**src/rtl/regfile_wb_arbiter_if.sv**
```systemverilog
// regfile_wb_arbiter_if: writeback requester handshakes and the registered register-file write port.
interface regfile_wb_arbiter_if #(parameter int DATA_W = 32);
   logic              a_valid;
   logic [4:0]        a_addr;
   logic [DATA_W-1:0] a_data;
   logic              a_ready;
   logic              b_valid;
   logic [4:0]        b_addr;
   logic [DATA_W-1:0] b_data;
   logic              b_ready;
   logic              wr_en;
   logic [4:0]        wr_addr;
   logic [DATA_W-1:0] wr_data;
   logic              wr_src;
   logic              forcing;
   modport master (
      output a_valid, a_addr, a_data, b_valid, b_addr, b_data,
      input  a_ready, b_ready, wr_en, wr_addr, wr_data, wr_src, forcing
   );
   modport slave (
      input  a_valid, a_addr, a_data, b_valid, b_addr, b_data,
      output a_ready, b_ready, wr_en, wr_addr, wr_data, wr_src, forcing
   );
endinterface

```
**src/rtl/regfile_wb_arbiter.sv**
```systemverilog
// regfile_wb_arbiter: shares the register-file write port between priority writeback A and I/O path B,
// forcing a B grant after STARVE_LIMIT consecutive refusals.
module regfile_wb_arbiter #(
   parameter int STARVE_LIMIT = 4,
   parameter int DATA_W       = 32
) (
   input logic                 clock,
   input logic                 reset,
   regfile_wb_arbiter_if.slave bus
);
   typedef enum logic {NORMAL, FORCE_B} state_t;
   state_t            r_state;
   logic [7:0]        r_starve_cnt;
   logic              r_wr_en;
   logic [4:0]        r_wr_addr;
   logic [DATA_W-1:0] r_wr_data;
   logic              r_wr_src;
   logic              w_a_ready;
   logic              w_b_ready;
   logic              w_grant_a;
   logic              w_grant_b;
   logic              w_refused;
   // Readies depend only on state and a_valid, never on the registered write port.
   always_comb begin
      w_a_ready = !reset && (r_state == NORMAL);
      w_b_ready = !reset && ((r_state == FORCE_B) || !bus.a_valid);
      w_grant_a = bus.a_valid && w_a_ready;
      w_grant_b = bus.b_valid && w_b_ready;
      w_refused = bus.b_valid && !w_b_ready;
   end
   always_ff @(posedge clock) begin
      if (reset) begin
         r_state      <= NORMAL;
         r_starve_cnt <= 8'd0;
         r_wr_en      <= 1'b0;
         r_wr_addr    <= 5'd0;
         r_wr_data    <= '0;
         r_wr_src     <= 1'b0;
      end else begin
         r_wr_en <= 1'b0;
         if (w_grant_a) begin
            r_wr_en   <= bus.a_addr != 5'd0;
            r_wr_addr <= bus.a_addr;
            r_wr_data <= bus.a_data;
            r_wr_src  <= 1'b0;
         end else if (w_grant_b) begin
            r_wr_en   <= bus.b_addr != 5'd0;
            r_wr_addr <= bus.b_addr;
            r_wr_data <= bus.b_data;
            r_wr_src  <= 1'b1;
         end
         r_starve_cnt <= (!bus.b_valid || w_grant_b) ? 8'd0 :
                         (r_starve_cnt != 8'hFF) ? r_starve_cnt + 8'd1 : r_starve_cnt;
         if (r_state == NORMAL)
            r_state <= (w_refused && r_starve_cnt == 8'(STARVE_LIMIT - 1)) ? FORCE_B : NORMAL;
         else
            r_state <= (w_grant_b || !bus.b_valid) ? NORMAL : FORCE_B;
      end
   end
   assign bus.a_ready = w_a_ready;
   assign bus.b_ready = w_b_ready;
   assign bus.wr_en   = r_wr_en;
   assign bus.wr_addr = r_wr_addr;
   assign bus.wr_data = r_wr_data;
   assign bus.wr_src  = r_wr_src;
   assign bus.forcing = r_state == FORCE_B;
endmodule
```
**src/flat_wrapper.sv**
```systemverilog
// flat-port wrapper written by rule: the top's interface ports become plain ports
module regfile_wb_arbiter_flat 
#(
   parameter int STARVE_LIMIT = 4,
   parameter int DATA_W       = 32
)
  (clock, reset, bus_a_valid, bus_a_addr, bus_a_data, bus_b_valid, bus_b_addr, bus_b_data, bus_a_ready, bus_b_ready, bus_wr_en, bus_wr_addr, bus_wr_data, bus_wr_src, bus_forcing);
  regfile_wb_arbiter_if #(.DATA_W(DATA_W)) bus_i ();
  input logic clock;
  input logic reset;
  input wire logic [$bits(bus_i.a_valid)-1:0] bus_a_valid;
  input wire logic [$bits(bus_i.a_addr)-1:0] bus_a_addr;
  input wire logic [$bits(bus_i.a_data)-1:0] bus_a_data;
  input wire logic [$bits(bus_i.b_valid)-1:0] bus_b_valid;
  input wire logic [$bits(bus_i.b_addr)-1:0] bus_b_addr;
  input wire logic [$bits(bus_i.b_data)-1:0] bus_b_data;
  output wire logic [$bits(bus_i.a_ready)-1:0] bus_a_ready;
  output wire logic [$bits(bus_i.b_ready)-1:0] bus_b_ready;
  output wire logic [$bits(bus_i.wr_en)-1:0] bus_wr_en;
  output wire logic [$bits(bus_i.wr_addr)-1:0] bus_wr_addr;
  output wire logic [$bits(bus_i.wr_data)-1:0] bus_wr_data;
  output wire logic [$bits(bus_i.wr_src)-1:0] bus_wr_src;
  output wire logic [$bits(bus_i.forcing)-1:0] bus_forcing;
  assign bus_i.a_valid = bus_a_valid;
  assign bus_i.a_addr = bus_a_addr;
  assign bus_i.a_data = bus_a_data;
  assign bus_i.b_valid = bus_b_valid;
  assign bus_i.b_addr = bus_b_addr;
  assign bus_i.b_data = bus_b_data;
  assign bus_a_ready = bus_i.a_ready;
  assign bus_b_ready = bus_i.b_ready;
  assign bus_wr_en = bus_i.wr_en;
  assign bus_wr_addr = bus_i.wr_addr;
  assign bus_wr_data = bus_i.wr_data;
  assign bus_wr_src = bus_i.wr_src;
  assign bus_forcing = bus_i.forcing;
  regfile_wb_arbiter #(.STARVE_LIMIT(STARVE_LIMIT), .DATA_W(DATA_W)) u_core (.clock(clock), .reset(reset), .bus(bus_i));
endmodule
```
**config.mk**
```make
export PLATFORM = sky130hd
export DESIGN_NAME = regfile_wb_arbiter_flat
export DESIGN_NICKNAME = d
export VERILOG_FILES = /design/src/rtl/regfile_wb_arbiter_if.sv /design/src/rtl/regfile_wb_arbiter.sv /design/src/flat_wrapper.sv
export SDC_FILE = /design/constraint.sdc
export NUM_CORES = 1
export LEC_CHECK = 0
export ABC_AREA = 1
export BUFFER_PORTS_ARGS = -buffer_cell sky130_fd_sc_hd__buf_2
export CORE_ASPECT_RATIO = 1.5
export CORE_UTILIZATION = 41
export DETAILED_ROUTE_END_ITERATION = 16
export PLACE_DENSITY_LB_ADDON = 0.05
export SYNTH_ARGS = -nofsm -noshare
export SYNTH_HDL_FRONTEND = slang
export SYNTH_SLANG_ARGS = --single-unit
```
**constraint.sdc**
```tcl
create_clock -name clock -period 1.2 [get_ports clock]
set_input_delay 0.06 -clock clock [delete_from_list [all_inputs] [get_ports clock]]
set_output_delay 0.06 -clock clock [all_outputs]
set_load 0.05 [all_outputs]
```
==> metrics.txt, run 1 <==
core area 5740 µm²; DRC viols 0; Gate Count Post-Synth 373; Leak 1.93 nW; crit path capture bus_b_ready; Critical Path End Type output pin; Register-to-Register Path Depth 6; total power 3.65 mW; H-tree lvl count 2; Max Slew Vio Count 0; fill cell count 601; dpl hpwl 4.74 mm; clock skew 1.41 ps; outcome finished clean; vias 2,737; Die Y 96.2 µm; Setup crit start kind register; site row count 34; GR Overflow Total 0; period utilisation layout 0.958; Worst R2R Setup Slack 50 ps; r2r startpoint u_core.r_starve_cnt[0]; min-delay worst type in -> reg; Top Usage Layer GRT met2; FF/Latch Area 968 µm²; CTS max path bufs 2; io pins 120; Post-DRT Antenna Nets 0; Warnings, synthesis 0; Die W 64.8 µm; Sink Count 48; met1 Usage GRT 0.215; WHS 10.6 ps; Syn Area/Cell 6.50 µm²; critical path arrival 1090 ps; Required @ worst endpoint 1140 ps; maxcap violations 0; worst skew pair latency 290 ps; largest net degree at the start of global routing 33; GR Util All Layers 0.201; Yosys cell types 22; Final Hold Viols 0; Worst-Margin Slew 340 ps; max_slew headroom 0.773; vias in the first global route 2,323; Pwr Density 1070 nW/µm²; multi-input combinational cell area 1190 µm²; per-cell routed wire length 11.5 µm; initial core utilization 0.422; root buf cell clkbuf_8; Clock transition at path regs 80 ps; share of cells above drive strength 1 0.331; crit path kind reg -> out; GPL Wtd Cong 0.858; Layout Area Growth over Synthesis 40.1%; Placed Area 3180 µm²; Setup crit start u_core.bus.forcing; Tmin final 1150 ps; reg-to-reg endpoint u_core.r_starve_cnt[1]; final instance area 3400 µm²; Ant. Diodes 0; crit-path max FO 3; maximum vdd drop 0.752 mV; M3 GR Usage 0.0474; routed vias/inst 4.79; initial antenna violation count 0; RSZ-0062 raised after global routing true; sequential-to-total area share from yosys stat 0.396; Sum Neg Setup Slack 0 ps; CTS tree yes; GR Util met2 0.379; Post-CTS Setup Inserts 0; area of the mapped netlist 2430 µm²; first-pass GRT wire length 9.89 mm; Syn Nets 452; fmax 0.870 GHz; Die Area 6230 µm²; #FFs+latches synth 48; Port Buffers 119; Final setup violation count 0; Nets 577; final WL 6.57 mm; HP Start bus_b_valid; 1st-pass router iterations 4; TritonCTS Buffers 5; DR iter-0 viols 118
-- timing repair --
action                                 4_1_cts  5_1_grt
pin swaps                                    0        3
setup endpoints to repair                    1       44
hold buffers                                 1        0
resized for setup                            4       18
gates cloned                                 0        2
endpoints found under the hold margin        1        0
-- critical path, stage by stage, from the launching register on --
cell and delay [ps]:
dfxtp_4 380, nor2_4 50, buf_6 110, nor2_4 90, buf_6 160
-- worst min path at each step --
stage               cells past startpoint                 to
floorplan                               1  u_core.bus.wr_src
global placement                        2  u_core.bus.wr_src
detailed placement                      3   u_core.bus.wr_en
CTS                                     2  u_core.bus.wr_src
global route                            2  u_core.bus.wr_src
finish                                  2  u_core.bus.wr_src
-- where the power goes --
group | switching (mW) | internal (mW) | total [mW]
sequential | 0.0399 | 1.68 | 1.72
clock | 0.497 | 0.471 | 0.967
combinational | 0.634 | 0.333 | 0.968
-- flip-flops by register name (all words and copies together), names as in the netlist --
signal,count
u_core.bus.forcing,1
u_core.bus.wr_addr,5
u_core.bus.wr_data,32
u_core.bus.wr_en,1
u_core.bus.wr_src,1
u_core.r_starve_cnt,8
-- synth_stat cells (all sizes together) --
master | n | area (µm²)
a31oi | 3 | 18.8
inv | 50 | 190
o21ai | 6 | 30.0
nand3 | 104 | 521
a21oi | 4 | 20.0
clkbuf | 1 | 3.75
nand2 | 102 | 393
ha | 1 | 12.5
nor2 | 32 | 130
dfxtp | 48 | 961
o21a | 1 | 7.51
buf | 20 | 134
nor3 | 1 | 5.00
-- area by class of cell --
type,count,area share
flip-flops and latches,48,0.285
repair buffers,139,0.255
well taps,72,0.0265
multi-input cells,254,0.349
clock buffers,8,0.0265
inverters,50,0.0574
-- routing by layer --
layer  vias up  wire length, µm
met5         -                0
met4         0               95
met3         8              368
met2        78             3460
met1      1222             2650
li1       1429                -
-- layout by cell type, fill, tap and decap left out --
cell,instances
nor2_4,4
clkbuf_8,6
inv_4,1
inv_6,1
buf_4,8
nand2_4,2
nor2_2,2
dfxtp_4,1
dfxtp_2,3
nand3_2,2
ha_2,1
a21oi_1,4
buf_2,118
o21ai_1,2
inv_2,1
buf_12,5
dfxtp_1,44
nor2_1,26
inv_1,47
nor3_1,1
dlygate4sd3_1,1
o21a_1,1
o21ai_0,4
buf_6,5
clkbuf_16,2
clkbuf_1,2
a31oi_1,3
nand2_2,3
nand3_1,102
nand2_1,97
-- cells by family after synthesis --
| family | synth area share |
|---|---|
| compound gates | 0.0315 |
| fa+ha+maj | 0.00516 |
| buf+inv | 0.135 |
| flops | 0.396 |
| simple gates | 0.432 |
-- stage by stage --
stage          setup slack, ps  instances   util
2_1_floorplan             -208        373      -
3_3_place_gp              13.8        560  0.554
3_5_place_dp             -8.03        560  0.554
4_1_cts                   1.63        569  0.574
5_1_grt                  -26.0        571  0.592
6_report                  50.4        571  0.592
Power figures use the tool's default switching activity.
==> run 2: changes to the inputs <==
ABC_AREA = unset   (was 1)
BUFFER_PORTS_ARGS = unset   (was -buffer_cell sky130_fd_sc_hd__buf_2)
CORE_UTILIZATION = 45   (was 41)
DONT_BUFFER_PORTS = 1   (was unset)
GPL_TIMING_DRIVEN = 0   (was unset)
==> run 2 against run 1 <==
Routed wire length fell by 0.68%. The flow now finishes with violations (setup timing). Clock skew increased by 4.4 ps. Register-to-register slack worse by 110 ps. Cell count is 38% lower. Die area down 18%. Count of clock-buffer cells in the layout shrank 1. Sequential share of layout area rose by 1.7 points. Critical path type unchanged. Largest power group unchanged.
==> metrics.txt, run 2 <==
family with the most delay on the worst path simple AND/OR/NAND/NOR gates; slowest CP cell nor2_2; maximum vdd drop 0.982 mV (+31%); XOR/XNOR Fraction of Synth Area 0 (unchanged); core area 4580 µm² (-20%); fmax 0.797 GHz (-8.4%); Syn Area/Cell 9.57 µm² (+47%); RSZ-0062 raised after global routing true; period utilisation layout 1.05 (+0.0878); min-delay worst type in -> reg; share of cells above drive strength 1 0.306 (-0.0248); TritonCTS Buffers 5 (unchanged); Die Area 5090 µm² (-18%); outcome complete, but fails checks; fill cell count 360 (-40%); Max Slew Vio Count 0 (unchanged); slack of the critical path -54.9 ps (-105 ps); Sink Count 48 (unchanged); CTS tree yes; dominant cell type by area after synthesis dfxtp_1; Final Hold Viols 0 (unchanged); Yosys cell types 30 (+36%); mux contribution to synthesized area 0.171 (+0.171); WHS 4.52 ps (-6.12 ps); 1st-pass router iterations 4 (unchanged); H-tree lvl count 2 (unchanged); Die Y 86.9 µm (-9.7%); Comb power frac 0.150 (-0.115); first-pass GRT wire length 9.13 mm (-7.7%); Critical Path End Type output pin; top cell type's share of synthesized area 0.444 (+0.0481); initial core utilization 0.472 (+0.0500); Post-Layout Cell Count 355 (-38%); crit path kind reg -> out; synthesized-area fraction occupied by and/or/nand/nor cells 0.147 (-0.285); switching share of power 0.309 (-0.0122); max_slew headroom 0.569 (-0.204); clock share of power 0.320 (+0.055); Post-Synth Adder-Cell Area 0.00578 (+0.000626); WP buf/inv 0 (-2); Synth Flop Type dfxtp_1; EDFF count, synth 0 (unchanged); GR Util All Layers 0.234 (+0.0324); Warnings, synthesis 0 (unchanged); Tmin final 1250 ps (+105 ps); most common cell in the netlist dfxtp_1; Int Pwr 2.73 mW (+10%); root buf cell clkbuf_8; vias 2,037 (-26%); Gate Count Post-Synth 226 (-39%); sequential-to-total area share from yosys stat 0.444 (+0.0481); DRC viols 0 (unchanged); Synth area leaders dfxtp_1 (44%), mux2i_1 (17%), a211oi_1 (14%), nor2_1 (6.8%), buf_2 (1.9%); Post-DRT Antenna Nets 0 (unchanged); vias in the first global route 1,979 (-15%); dpl hpwl 3.77 mm (-20%); largest family of logic cells by synthesized area compound AO/OA/AOI/OAI gates; most frequent cells in the layout dlygate4sd3_1 (43), dfxtp_1 (42), mux2i_1 (37), nor2_1 (26), a211oi_2 (21); pre-CTS WS -243 ps (-235 ps); final WL 6.53 mm (-0.68%); area of the mapped netlist 2160 µm² (-11%); number of flip-flops in the largest register 32 (unchanged); top cells by count, synth dfxtp_1 (48), a211oi_1 (39), nor2_1 (39), mux2i_1 (37), clkbuf_1 (9); Inst Count DP 290 (-48%); asr flop ratio synth 0 (unchanged); worst skew pair latency 300 ps (about the same); crit-path max FO 6 (+3); critical path arrival 1190 ps (+100 ps); Pwr Density 1220 nW/µm² (+13%); initial antenna violation count 0 (unchanged); Syn Nets 305 (-33%); Die W 58.6 µm (-9.6%); post-synthesis compound-gate area fraction 0.180 (+0.148); Final setup violation count 37 (+37); failing checks setup timing; maxcap violations 0 (unchanged); Sum Neg Setup Slack -1030 ps (-1030 ps); Required @ worst endpoint 1140 ps (about the same); per-cell routed wire length 18.4 µm (+60%); largest net degree at the start of global routing 15 (-55%); worst path cell trace nor2_2; Worst-Margin Slew 646 ps (+306 ps); routed vias/inst 5.74 (+20%); Clock transition at path regs 90 ps (about the same); commonest non-fill, non-tap cell in the layout dlygate4sd3_1; Setup crit start kind register; GR Overflow Total 0 (unchanged); Leak 1.25 nW (-35%); sequential share of power 0.529 (+0.059); #FFs+latches synth 48 (unchanged); io pins 120 (unchanged); GPL Wtd Cong 0.884 (+3.1%); Port Buffers 0 (-100%); crit-path max cell delay 470 ps (+90 ps); clock skew 5.77 ps (+4.37 ps); Layout Area Growth over Synthesis 50.2%; DR iter-0 viols 107 (-9.3%); NetSw 1.22 mW (+4.2%); CTS max path bufs 2 (unchanged); Ant. Diodes 0 (unchanged); Nets 369 (-36%); site row count 30 (-12%)
## run 2: final cells by class
type | instances | area [µm²] | share of cell area
plain buffers | 20 | 175 | 0.0539
flip-flops and latches | 48 | 981 | 0.302
well taps | 64 | 80.1 | 0.0246
clock inverters | 1 | 30.0 | 0.00924
multi-input cells | 157 | 1310 | 0.403
inverters | 1 | 3.75 | 0.00116
clock buffers | 7 | 96.3 | 0.0296
repair buffers | 57 | 574 | 0.177
## run 2: per-layer routing
| metal | GRT usage | vias up | routed length [µm] |
|---|---|---|---|
| met4 | 0.0844 | 0 | 119 |
| met3 | 0.0609 | 12 | 390 |
| met1 | 0.249 | 975 | 2370 |
| met5 | 0 | - | 0 |
| li1 | - | 958 | - |
| met2 | 0.433 | 92 | 3650 |
## run 2: timing repair
item,in CTS,in global routing
setup endpoints to repair,48,45
setup buffers,9,2
pin swaps,8,28
gates cloned,1,2
hold buffers,42,1
hold endpoints to repair,38,1
gates resized for setup,28,54
## run 2: through the flow
stage | util | power [mW] | area [µm²]
after floorplan | - | 2.41 | 2180
after global placement | 0.494 | 2.47 | 2260
after detailed placement | 0.494 | 2.48 | 2260
after CTS | 0.651 | 3.87 | 2980
after global routing | 0.710 | 4.10 | 3250
final | 0.710 | 3.95 | 3250
## run 2: power groups by stage
stage	Clock, mW	Combinational (mW)	Sequential, mW
3_3_place_gp	0	0.333	2.13
6_report	1.27	0.595	2.09
4_1_cts	1.29	0.491	2.09
3_5_place_dp	0	0.347	2.13
5_1_grt	1.36	0.635	2.10
2_1_floorplan	0	0.290	2.12
## run 2: worst paths after layout
path	from	endpoint	slack, ps	cells past startpoint
hold / removal	bus_b_data[11]	u_core.bus.wr_data[11]	5	2
hold reg to reg	u_core.r_starve_cnt[3]	u_core.bus.forcing	540	2
setup reg to reg	u_core.bus.forcing	u_core.r_starve_cnt[7]	-50	3
setup / recovery	u_core.bus.forcing	bus_a_ready	-50	1
## run 2: cell families (layout without fill, tap and decap cells)
group / after synthesis / count (layout)
flops: 48 / 48
buf+inv: 21 / 86
compound gates: 55 / 55
simple gates: 64 / 64
mux: 37 / 37
fa+ha+maj: 1 / 1
==> run 3: changes to the inputs <==
ABC_AREA = 1   (was unset)
BUFFER_PORTS_ARGS = -buffer_cell sky130_fd_sc_hd__buf_2   (was unset)
CORE_UTILIZATION = 41   (was 45)
DONT_BUFFER_PORTS = unset   (was 1)
==> run 3 against run 2 <==
The run now ends clean. Total power decreased by 9.2%. Clock skew decreased by 1.8 ps. Maximum frequency increased by 6.1%. Final area increased by 5.9%. Clock power decreased by 30%. Via count increased by 34%. First-iteration DRC count increased by 21%. Global-route usage decreased by 3.5 points. Sequential share of layout area decreased by 2.0 points. Routed wire length decreased by 0.31%. Critical path type is now reg -> reg. Critical endpoint is now u_core.bus.wr_data[28].
==> metrics.txt, run 3 (synthesis gave the netlist of run 1 again) <==
outcome finished clean; Final Hold Viols 0 (unchanged); first-pass GRT wire length 9.78 mm (+7.2%); Port Buffers 118 (+118); TritonCTS Buffers 5 (unchanged); crit path capture u_core.bus.wr_data[28]; r2r startpoint u_core.bus.forcing; GR Util All Layers 0.199 (-0.0349); Worst R2R Setup Slack 20 ps (+70 ps); most frequent cells in the layout buf_2 (126), nand3_1 (102), nand2_1 (89), inv_1 (47), dfxtp_1 (45); number of flip-flops in the largest register 32 (unchanged); Die W 64.8 µm (+11%); commonest non-fill, non-tap cell in the layout buf_2; vias 2,739 (+34%); clock skew 3.99 ps (-1.78 ps); Worst-Margin Slew 443 ps (-204 ps); 1st-pass router iterations 4 (unchanged); CTS max path bufs 2 (unchanged); maximum vdd drop 0.602 mV (-39%); Setup crit start kind register; Nets 583 (+58%); Pwr Density 1040 nW/µm² (-14%); Critical Path End Type register; RSZ-0062 raised after global routing true; Final setup violation count 0 (-100%); vias in the first global route 2,222 (+12%); final WL 6.51 mm (-0.31%); WHS 9.37 ps (+4.85 ps); initial antenna violation count 0 (unchanged); Post-DRT Antenna Nets 0 (unchanged); Die Area 6230 µm² (+22%); Ant. Diodes 0 (unchanged); Tmin final 1180 ps (-72.5 ps); DRC viols 0 (unchanged); max_slew headroom 0.705 (+0.136); period utilisation layout 0.985 (-0.0605); crit-path max cell delay 370 ps (-100 ps); Die Y 96.2 µm (+11%); Sink Count 48 (unchanged); min-delay worst type in -> reg; maxcap violations 0 (unchanged); Hold Path Depth 3 (+1); final instance area 3440 µm² (+5.9%); crit-path max FO 10 (+4); slowest CP cell dfxtp_4; fmax 0.846 GHz (+6.1%); io pins 120 (unchanged); Worst path most repeated cell nand3_1; Setup crit start u_core.bus.forcing; CTS tree yes; H-tree lvl count 2 (unchanged); total power 3.59 mW (-9.2%); core area 5740 µm² (+25%); routed vias/inst 4.76 (-17%); Sum Neg Setup Slack 0 ps (+1030 ps); Clock transition at path regs 80 ps (about the same); slack of the critical path 17.7 ps (+72.5 ps); reg-to-reg endpoint u_core.bus.wr_data[28]; GR Overflow Total 0 (unchanged); largest net degree at the start of global routing 14 (-1); worst skew pair latency 290 ps (about the same); pre-CTS WS -213 ps (+30.0 ps); worst path cell trace nor2_4 > nand2_4 > buf_8 > buf_6 > nand3_1 > nand3_1 > nand2_1 > inv_1; share of cells above drive strength 1 0.353 (+0.0473); dpl hpwl 4.69 mm (+24%); Post-Layout Cell Count 576 (+62%); root buf cell clkbuf_8; initial core utilization 0.422 (-0.0500); DR iter-0 viols 130 (+21%); Inst Count DP 563 (+94%); Required @ worst endpoint 1390 ps (+250 ps); post-layout util 0.599 (-0.110); Layout Area Growth over Synthesis 41.9%; Leak 1.97 nW (+57%); per-cell routed wire length 11.3 µm (-39%); GPL Wtd Cong 0.870 (-1.7%); Max Slew Vio Count 0 (unchanged); Register-to-Register Path Depth 8 (+5); critical path arrival 1380 ps (+190 ps); site row count 34 (+13%); crit path kind reg -> reg; Placed Area 3150 µm² (+39%)
## run 3: changes by cell type in the layout (fill, tap and decap cells not counted), moves of 4 or more
cell / change
a211oi_1: -18
a211oi_2: -21
buf_2: +123
buf_4: -13
dlygate4sd3_1: -41
inv_1: +46
mux2i_1: -37
nand2_1: +85
nand2_2: +8
nand2_4: +5
nand3_1: +100
nor3_1: -4
## run 3: routing by layer
metal	vias up	track usage	part of all wire
met5	-	0	0
met4	0	0.0593	0.0083
met3	4	0.0438	0.055
met2	81	0.352	0.51
met1	1218	0.237	0.43
li1	1436	-	-
## run 3: worst max-delay path, delay by kind of cell, from the launching register on
family,cells,cell delay [ps]
buf+inv,3,330
simple gates,5,390
flops,1,370
## run 3: repair_timing
action,CTS,global route
endpoints found under the hold margin,6,5
pin swaps,1,10
gates resized for setup,9,26
cloned,0,2
hold buffers,1,1
endpoints found under the setup margin,9,46
buffers inserted,0,2
## run 3: worst min-delay path by stage
stage                     slack (ps)           from                    end
final                              9  bus_b_addr[0]       u_core.bus.wr_en
after detailed placement         300  bus_a_addr[0]       u_core.bus.wr_en
after global placement           290  bus_a_addr[0]       u_core.bus.wr_en
after CTS                         -6          reset  u_core.bus.wr_addr[0]
after global routing              10    bus_b_valid      u_core.bus.wr_src
after floorplan                  170    bus_b_valid      u_core.bus.wr_src
## run 3: power breakdown
part / total, mW / internal (mW) / switching, mW
Combinational: 0.987 / 0.345 / 0.641
Clock: 0.887 / 0.397 / 0.491
Sequential: 1.71 / 1.67 / 0.0401
## run 3: cell type report
cell class / count / area [µm²]
multi-input cells: 254 / 1230
plain buffers: 21 / 189
well taps: 72 / 90.1
flip-flops and latches: 48 / 970
fillers: 578 / 2300
clock buffers: 6 / 72.6
inverters: 50 / 193
clock inverters: 1 / 5.00
repair buffers: 124 / 691
